===== src/rtl/tc_pl_cap_data_acprx.sv =====
// Purpose: ACP read-back engine; fetches 4-beat bursts, packs beat pairs into 128-bit buffer words, runs CRC-32 per beat.
// Latency: buff_wr/buff_din one cycle after the odd beat; cap_crc32 one cycle after each beat; racp_cmpt one cycle after DONE.
// Backpressure: buff_prog_full gates only the next burst request (checked in WAIT); acp0_rx_en held until acp0_rx_rdy.
module tc_pl_cap_data_acprx #(
    parameter int          CAP0_7  = 32,
    parameter int          CAP0_8  = 32,
    parameter int          CAP0_15 = 128,
    parameter int          LEN_W   = 16,
    parameter logic [2:0]  ARID    = 3'd0
) (
    input  logic               clk,
    input  logic               rst,
    input  logic               racp_en,
    output logic               racp_cmpt,
    input  logic [CAP0_7-1:0]  cap_addr,
    input  logic [LEN_W-1:0]   cap_len,
    input  logic               cap_crc_en,
    output logic [CAP0_8-1:0]  cap_crc32,
    input  logic               buff_prog_full,
    output logic [CAP0_15-1:0] buff_din,
    output logic               buff_wr,
    output logic               acp0_rx_en,
    input  logic               acp0_rx_rdy,
    output logic [31:0]        acp0_rx_araddr,
    output logic [2:0]         acp0_rx_arid,
    input  logic [63:0]        acp0_rx_rdata,
    input  logic               acp0_rx_rdvld
);

    localparam logic [2:0] S_IDLE = 3'd0;
    localparam logic [2:0] S_WAIT = 3'd1;
    localparam logic [2:0] S_REQ  = 3'd2;
    localparam logic [2:0] S_DATA = 3'd3;
    localparam logic [2:0] S_DONE = 3'd4;

    localparam logic [31:0] CRC_POLY = 32'h04C11DB7;

    logic [2:0]         state_q, state_d;
    logic [CAP0_7-1:0]  addr_q, addr_d;
    logic [LEN_W-1:0]   rem_q, rem_d;
    logic [1:0]         beat_q, beat_d;
    logic               cmpt_q;
    logic               wr_q;
    logic [CAP0_15-1:0] din_q;
    logic [CAP0_8-1:0]  crc_q;
    logic               beat_acc;

    // Whole 64-bit beat folded into the CRC in one cycle, bit 63 first.
    function automatic logic [31:0] crc32_beat(input logic [31:0] crc, input logic [63:0] d);
        logic [31:0] c;
        c = crc;
        for (int i = 63; i >= 0; i--) begin
            c = {c[30:0], 1'b0} ^ ((c[31] ^ d[i]) ? CRC_POLY : 32'd0);
        end
        return c;
    endfunction

    assign beat_acc = (state_q == S_DATA) && acp0_rx_rdvld;

    always_comb begin
        state_d = state_q;
        addr_d  = addr_q;
        rem_d   = rem_q;
        beat_d  = beat_q;
        case (state_q)
            S_IDLE: begin
                if (racp_en) begin
                    addr_d  = cap_addr;
                    rem_d   = cap_len;
                    state_d = (cap_len == '0) ? S_DONE : S_WAIT;
                end
            end
            S_WAIT: begin
                if (!buff_prog_full) state_d = S_REQ;
            end
            S_REQ: begin
                if (acp0_rx_rdy) begin
                    addr_d  = addr_q + CAP0_7'(32);
                    rem_d   = rem_q - LEN_W'(1);
                    beat_d  = 2'd0;
                    state_d = S_DATA;
                end
            end
            S_DATA: begin
                if (acp0_rx_rdvld) begin
                    beat_d = beat_q + 2'd1;
                    if (beat_q == 2'd3) state_d = (rem_q != '0) ? S_WAIT : S_DONE;
                end
            end
            S_DONE:  state_d = S_IDLE;
            default: state_d = S_IDLE;
        endcase
    end

    always_ff @(posedge clk or negedge rst) begin
        if (!rst) begin
            state_q <= S_IDLE;
            addr_q  <= '0;
            rem_q   <= '0;
            beat_q  <= '0;
            cmpt_q  <= 1'b0;
            wr_q    <= 1'b0;
            din_q   <= '0;
            crc_q   <= '1;
        end else begin
            state_q <= state_d;
            addr_q  <= addr_d;
            rem_q   <= rem_d;
            beat_q  <= beat_d;
            cmpt_q  <= (state_q == S_DONE);
            wr_q    <= beat_acc && beat_q[0];
            // Even beat parks in the low half; the odd beat completes the word.
            if (beat_acc) begin
                if (!beat_q[0]) din_q[CAP0_15/2-1:0]       <= acp0_rx_rdata;
                else            din_q[CAP0_15-1:CAP0_15/2] <= acp0_rx_rdata;
            end
            if (!cap_crc_en)   crc_q <= '1;
            else if (beat_acc) crc_q <= crc32_beat(crc_q, acp0_rx_rdata);
        end
    end

    assign racp_cmpt      = cmpt_q;
    assign buff_wr        = wr_q;
    assign buff_din       = din_q;
    assign cap_crc32      = crc_q;
    assign acp0_rx_en     = (state_q == S_REQ);
    assign acp0_rx_araddr = 32'(addr_q);
    assign acp0_rx_arid   = ARID;

endmodule


===== config.mk =====
export PLATFORM = sky130hd
export DESIGN_NAME = tc_pl_cap_data_acprx
export DESIGN_NICKNAME = d
export VERILOG_FILES = /design/src/rtl/tc_pl_cap_data_acprx.sv
export SDC_FILE = /design/constraint.sdc
export NUM_CORES = 1
export LEC_CHECK = 0
export CAP_MARGIN = 0
export CORE_UTILIZATION = 38
export CTS_CLUSTER_SIZE = 24
export DETAILED_ROUTE_END_ITERATION = 6
export DONT_BUFFER_PORTS = 1
export PLACE_DENSITY_LB_ADDON = 0.3
export SLEW_MARGIN = 20
export SYNTH_ARGS = -nofsm -noshare
export SYNTH_HDL_FRONTEND = slang
export SYNTH_SLANG_ARGS = --single-unit

===== constraint.sdc =====
create_clock -name clk -period 7.9 [get_ports clk]
set_input_delay 1.975 -clock clk [delete_from_list [all_inputs] [get_ports clk]]
set_output_delay 1.975 -clock clk [all_outputs]
set_load 0.05 [all_outputs]

=== Word-level counts from Yosys, hierarchy flattened ===
Index checks and enable logic that the tools add are counted.
Widths: inputs -> output; s select.

* Output and inout port bits: 198
* Register bits after elaboration: 215
* Word-level logic and storage cells: 247

* Muxes and demuxes: 83
* Eq/ne operators: 11
* Bitwise operators: 129
* Reduce and logical (&&, ||, !) cells: 12
* $add $sub $neg: 3

{| class="wikitable"
|+ Operator list
! operator !! number
|-
| $xor 32x27->32 || 64
|-
| $mux 27 || 64
|-
| $mux 32 || 4
|-
| $pmux 32 s2 || 1
|-
| $xor 1x1->1 || 64
|-
| $add 32x6->32 const B || 1
|-
| $mux 16 || 2
|-
| $pmux 16 s2 || 1
|-
| $mux 3 || 7
|-
| $logic_not 16->1 || 1
|-
| $reduce_bool 16->1 || 1
|-
| $sub 16x1->16 const B || 1
|-
| $pmux 3 s4 || 1
|-
| $eq 3x2->1 const B || 2
|-
| $ne 2x1->1 const B || 3
|-
| $ne 2x2->1 const B || 3
|-
| $reduce_and 3->1 || 2
|-
| $reduce_and 5->1 || 1
|-
| $mux 2 || 2
|-
| $pmux 2 s2 || 1
|-
| $reduce_and 2->1 || 2
|-
| $reduce_bool 2->1 || 2
|-
| $eq 3x1->1 const B || 1
|-
| $eq 3x3->1 const B || 1
|-
| other kinds (5) || 6
|}

=== Depth between registers and ports, before layout ===
Gate-level depths: netlist of run 1.

* Depth after elaboration: 194
* Gate-level depth with buffers: 16
* Gate-level depth less buffers: 15

=== Worst setup path after synthesis of run 1 ===
Ideal clock, no wire load.

* Path kind: input port to flip-flop
* Start: input port acp0_rx_rdata[60]
* End: register crc_q[13], in the netlist cap_crc32[13]
* Setup slack: 0.233 ns
* Arrival time: 7.605 ns
* Data required time: 7.837 ns
* Stages: 15
* Cell sequence: xor2_4 xnor3_2 xnor2_4 xnor3_1 xnor3_2 xnor2_2 xor3_1 xor3_2 xnor3_1 xnor3_2 xor3_2 xnor3_1 xnor3_1 a21o_1 nand2_1

* Cells in the longest elaborated chain, start to end: 83
* Elaborated cells on any way between the ends: 157
* Classes of those cells: 49 x mux; 108 x bitwise

{| class="wikitable"
|+ RTL lines
! element !! line !! source
|-
| start, declared || 26 || <nowiki>input logic [63:0] acp0_rx_rdata,</nowiki>
|-
| $xor 1x1->1 (*) || 53 || <nowiki>c = {c[30:0], 1'b0} ^ ((c[31] ^ d[i]) ? CRC_POLY : 32'd0);</nowiki>
|-
| $mux 27 (*) || 53 ||
|-
| $xor 32x27->32 (*) (6 in series) || 53 ||
|-
| $xor 1x1->1 / $xor 32x27->32 (equally long branches) || 53 ||
|-
| $mux 27 / $xor 32x27->32 (equally long branches) || 53 ||
|-
| $xor 32x27->32 (*) (6 in series) || 53 ||
|-
| $xor 1x1->1 / $xor 32x27->32 (equally long branches) || 53 ||
|-
| $mux 27 / $xor 32x27->32 (equally long branches) || 53 ||
|-
| [... 46 more ...] || - ||
|-
| $xor 1x1->1 / $xor 32x27->32 (equally long branches) || 53 ||
|-
| $mux 27 / $xor 32x27->32 (equally long branches) || 53 ||
|-
| $xor 32x27->32 (*) (6 in series) || 53 ||
|-
| $xor 1x1->1 / $xor 32x27->32 (equally long branches) || 53 ||
|-
| $mux 27 / $xor 32x27->32 (equally long branches) || 53 ||
|-
| $xor 32x27->32 (*) (7 in series) || 53 ||
|-
| $mux 32 (*) || 118 || <nowiki>else if (beat_acc) crc_q <= crc32_beat(crc_q, acp0_rx_rdata);</nowiki>
|-
| $mux 32 (*) || 117 || <nowiki>if (!cap_crc_en) crc_q <= '1;</nowiki>
|-
| end signal, assigned || 118 ||
|-
| end, declared || 45 || <nowiki>logic [CAP0_8-1:0] crc_q;</nowiki>
|}

Every way passes the cells marked *; elsewhere a longest branch is shown, timed or not. The select of a mux whose other input is x is not followed.
A chain may end at the register's enable or synchronous reset.

=== Worst setup path after layout of run 1 ===
* Start: input port acp0_rx_rdata[59]
* End: register crc_q[26], in the netlist cap_crc32[26]

* Cells in the longest elaborated chain, start to end: 80
* Elaborated cells on any way between the ends: 144
* Classes of those cells: 43 x mux; 101 x bitwise

{| class="wikitable"
|+ RTL lines
! element !! line
|-
| $xor 1x1->1 (*) || 53
|-
| $mux 27 (*) || 53
|-
| $xor 32x27->32 (*) (6 in series) || 53
|-
| $xor 1x1->1 / $xor 32x27->32 (equally long branches) || 53
|-
| $mux 27 / $xor 32x27->32 (equally long branches) || 53
|-
| $xor 32x27->32 (*) (6 in series) || 53
|-
| $xor 1x1->1 / $xor 32x27->32 (equally long branches) || 53
|-
| $mux 27 / $xor 32x27->32 (equally long branches) || 53
|-
| [... 41 more ...] || -
|-
| $xor 1x1->1 / $xor 32x27->32 (equally long branches) || 53
|-
| $mux 27 (tied with other cells) || 53
|-
| $xor 32x27->32 (*) (10 in series) || 53
|-
| $xor 1x1->1 / $xor 32x27->32 (equally long branches) || 53
|-
| $mux 27 (tied with other cells) || 53
|-
| $xor 32x27->32 (*) (5 in series) || 53
|-
| $mux 32 (*) || 118
|-
| $mux 32 (*) || 117
|}

Marked as above.

==> results of run 1 <==
## layout make-up
class	count	area share (%)
Multi-Input combinational cell	1030	57.3
Sequential cell	215	29.9
Clock buffer	36	4.13
Timing Repair Buffer	96	3.98
Tap cell	532	3.68
Clock inverter	11	0.740
Inverter	13	0.270
## cell families after synthesis
family	after synthesis	share of synthesized area, %
buffers and inverters	63	1.56
DFF	215	33.9
other	1	0.0234
adders and majority gates	3	0.235
muxes	129	9.07
and+or+nand+nor	193	5.51
AOI/OAI and AO/OA	175	6.24
xor gates and xnor gates	527	43.5
## worst max-delay path by stage
stage | end | depth (start not counted)
after floorplan | cap_crc32[13] | 15
after CTS | cap_crc32[26] | 15
after detailed placement | cap_crc32[14] | 15
final | cap_crc32[26] | 15
after global placement | cap_crc32[14] | 15
after global routing | cap_crc32[26] | 15
## cell usage in the layout (no fill, tap or decap), types with 4 or more instances in the layout
master and count:
buf_4 96, dfstp_2 32, o211ai_1 15, xnor2_2 20, a21oi_1 74, mux2_2 128, a211oi_1 4, nor2_1 54
nand3_1 18, clkbuf_16 26, clkinvlp_4 4, nor3_1 6, dfrtp_1 183, xor2_2 8, and2_1 4, o21ai_0 37
clkbuf_8 6, or3_1 10, o22ai_1 26, inv_1 13, and3_1 5, nand2_1 63, or2_2 4, nand2b_1 6
xor3_2 4, xnor3_2 5, o21ai_1 4, nor4_1 5, xor2_1 89, clkbuf_1 4, xor3_1 16, nand4_1 7
xnor2_1 259, xnor3_1 122
## through the flow
| step | instance area [sq um] | TNS, ns | worst slack (ns) | hold slack, ns |
|---|---|---|---|---|
| 2_1_floorplan | 16000 | 0 | 0.233 | 0.477 |
| 3_3_place_gp | 17200 | -0.262 | -0.0949 | 0.506 |
| 3_5_place_dp | 17200 | -0.102 | -0.0544 | 0.528 |
| 4_1_cts | 18100 | 0 | 0.508 | 0.542 |
| 5_1_grt | 18100 | 0 | 0.238 | 0.586 |
| 6_report | 18100 | 0 | 0.479 | 0.540 |
## layer usage
| layer | vias to the layer above | part of all wire [%] |
|---|---|---|
| met5 | - | 0 |
| met4 | 0 | 3.5 |
| met3 | 91 | 6.3 |
| met2 | 409 | 48 |
| met1 | 5117 | 43 |
| li1 | 4653 | - |
## critical path, delay by kind of cell
family                    cells  cell delay (ns)
and+or+nand+nor               1             0.10
xor gates and xnor gates     13             5.53
AOI/OAI and AO/OA             1             0.27
## sequential cells by signal, summed over array words and instances (netlist names)
signal	flops
racp_cmpt	1
state_q	3
cap_crc32	32
buff_din	128
buff_wr	1
rem_q	16
beat_q	2
acp0_rx_araddr	32
==> out/qor.txt, run 1 <==
status -> finished clean
clk slew on worst S/H paths -> 0.06 ns
Final Cycle Share -> 93.9%
ANT nets after route -> 0
fill count -> 3761
Yosys warning count -> 0
number of enable flip-flop cells after synthesis -> 0
Cell Area, Synth -> 16000 sq um
most frequent cell on the critical path -> xnor3_1
max cap viols -> 0
Hold Path Depth -> 2
Post-Syn Instances -> 1306
drt total wl -> 46100 um
clock root cell -> clkbuf_16
CP cell instances -> xnor2_1 -> xnor3_1 -> xnor3_1 -> xnor2_1 -> xnor3_1 -> xnor3_1 -> xnor3_1 -> xnor3_1 -> xnor3_1 -> xor3_1 -> xor2_1 -> xor2_1 -> xnor2_1 -> nor2_1 -> o311ai_1
routed via count -> 10270
post-synth cell types -> 49
Max Fclk -> 135 MHz
Final nets -> 1504
initial antenna violation count -> 1
DRC viols -> 0
H-tree levels -> 1
GR met2 Demand/Resource -> 34.9%
final non-filler cell total -> 1933
largest area contributor in the netlist -> dfrtp_1
clock sinks -> 215
r2r endpoint -> cap_crc32[26]
Util after Layout -> 43.9%
global-route wire length before repair -> 69700 um
worst r2r src -> cap_crc32[26]
Post-synth top cells -> xnor2_1, dfrtp_1, mux2_2, xnor3_1, xor2_1
slew margin rel. -> 34.7%
FP Rows -> 74
CTS tree -> done
clk_lat worst skew -> 0.56 ns
setup violators final -> 0
total CTS buffers -> 26
Tmin final -> 7.42 ns
input/output buffers -> 0
CTS resizes -> 0
Clock Skews -> 0.0129 ns
GRT Total Usage -> 21.4%
count leader, synth -> xnor2_1
Reg area -> 5420 sq um
synthesis-stage register bit count -> 215
core area -> 41200 sq um
Slew @ Worst Pin -> 0.979 ns
slowest stage cell, crit path -> xnor3_1
post-CTS setup buffers -> 0
layer with the highest usage -> met2
Pre-antenna DRT Iters -> 5
via/cell ratio -> 5.31
area of the multi-input gates -> 10400 sq um
GPL Wtd Cong -> 0.906
Die X -> 207 um
crit end category -> flop
post-DR wirelength/cell -> 23.8 um
starting density of the core -> 38.8%
IO Pins -> 317
Detailed Place HPWL -> 35900 um
GRT overflow -> 0
Post-synth ARST share -> 100%
CP startpoint -> acp0_rx_rdata[59]
die footprint -> 42900 sq um
worst path required time -> 8.36 ns
reg2reg path depth -> 16
Critical Path Max Stage Delay -> 0.58 ns
CP Data Arrival Time -> 7.88 ns
global-route met3 utilization -> 4.23%
CTS Hold Buffers Added -> 0
ys flop type -> dfrtp_1
post-synth top area share -> 28.6%
average size of a mapped cell -> 12.2 sq um
reg2reg setup slack -> 1.10 ns
Setup crit start kind -> input port
critical setup path kind -> input port to flop
worst hold endpoint -> beat_q[1]
Initial DRC Count -> 998
worst hold path class -> flop to flop
hold path startpoint -> beat_q[1]
n_diodes -> 0
fraction of layout cells with a size suffix above 1 -> 24.8%
critical path peak fanout -> 5
ranking of synthesized cells by area -> dfrtp_1, xnor3_1, xnor2_1
Seq/Total Area, Yosys -> 33.9%
Final Hold Viols -> 0
met1 global-route usage -> 28.4%
RSZ-0062 raised after global routing -> false
Layout area overhead -> 13.2%
pin count of the biggest net entering global routing -> 216
Final Slew Violations -> 0
vias in the first global route -> 10655
Die H -> 207 um
clk buf depth -> 3
Placed Instances -> 1886
Power of run 1 is not shown: default switching activity piles up to over one toggle a cycle in this logic, so the estimate is an artifact.
==> run 2, diff against run 1 <==
--- a/config.mk
+++ b/config.mk
@@ -7,7 +7,7 @@
 export LEC_CHECK = 0
 export CAP_MARGIN = 0
 export CORE_UTILIZATION = 38
-export CTS_CLUSTER_SIZE = 24
+export CTS_CLUSTER_SIZE = 25
 export DETAILED_ROUTE_END_ITERATION = 6
 export DONT_BUFFER_PORTS = 1
 export PLACE_DENSITY_LB_ADDON = 0.3
==> results of run 2 <==
The final DEF is identical to that of run 1; final timing and power are the same.
Power of run 2 is left out for the same reason.
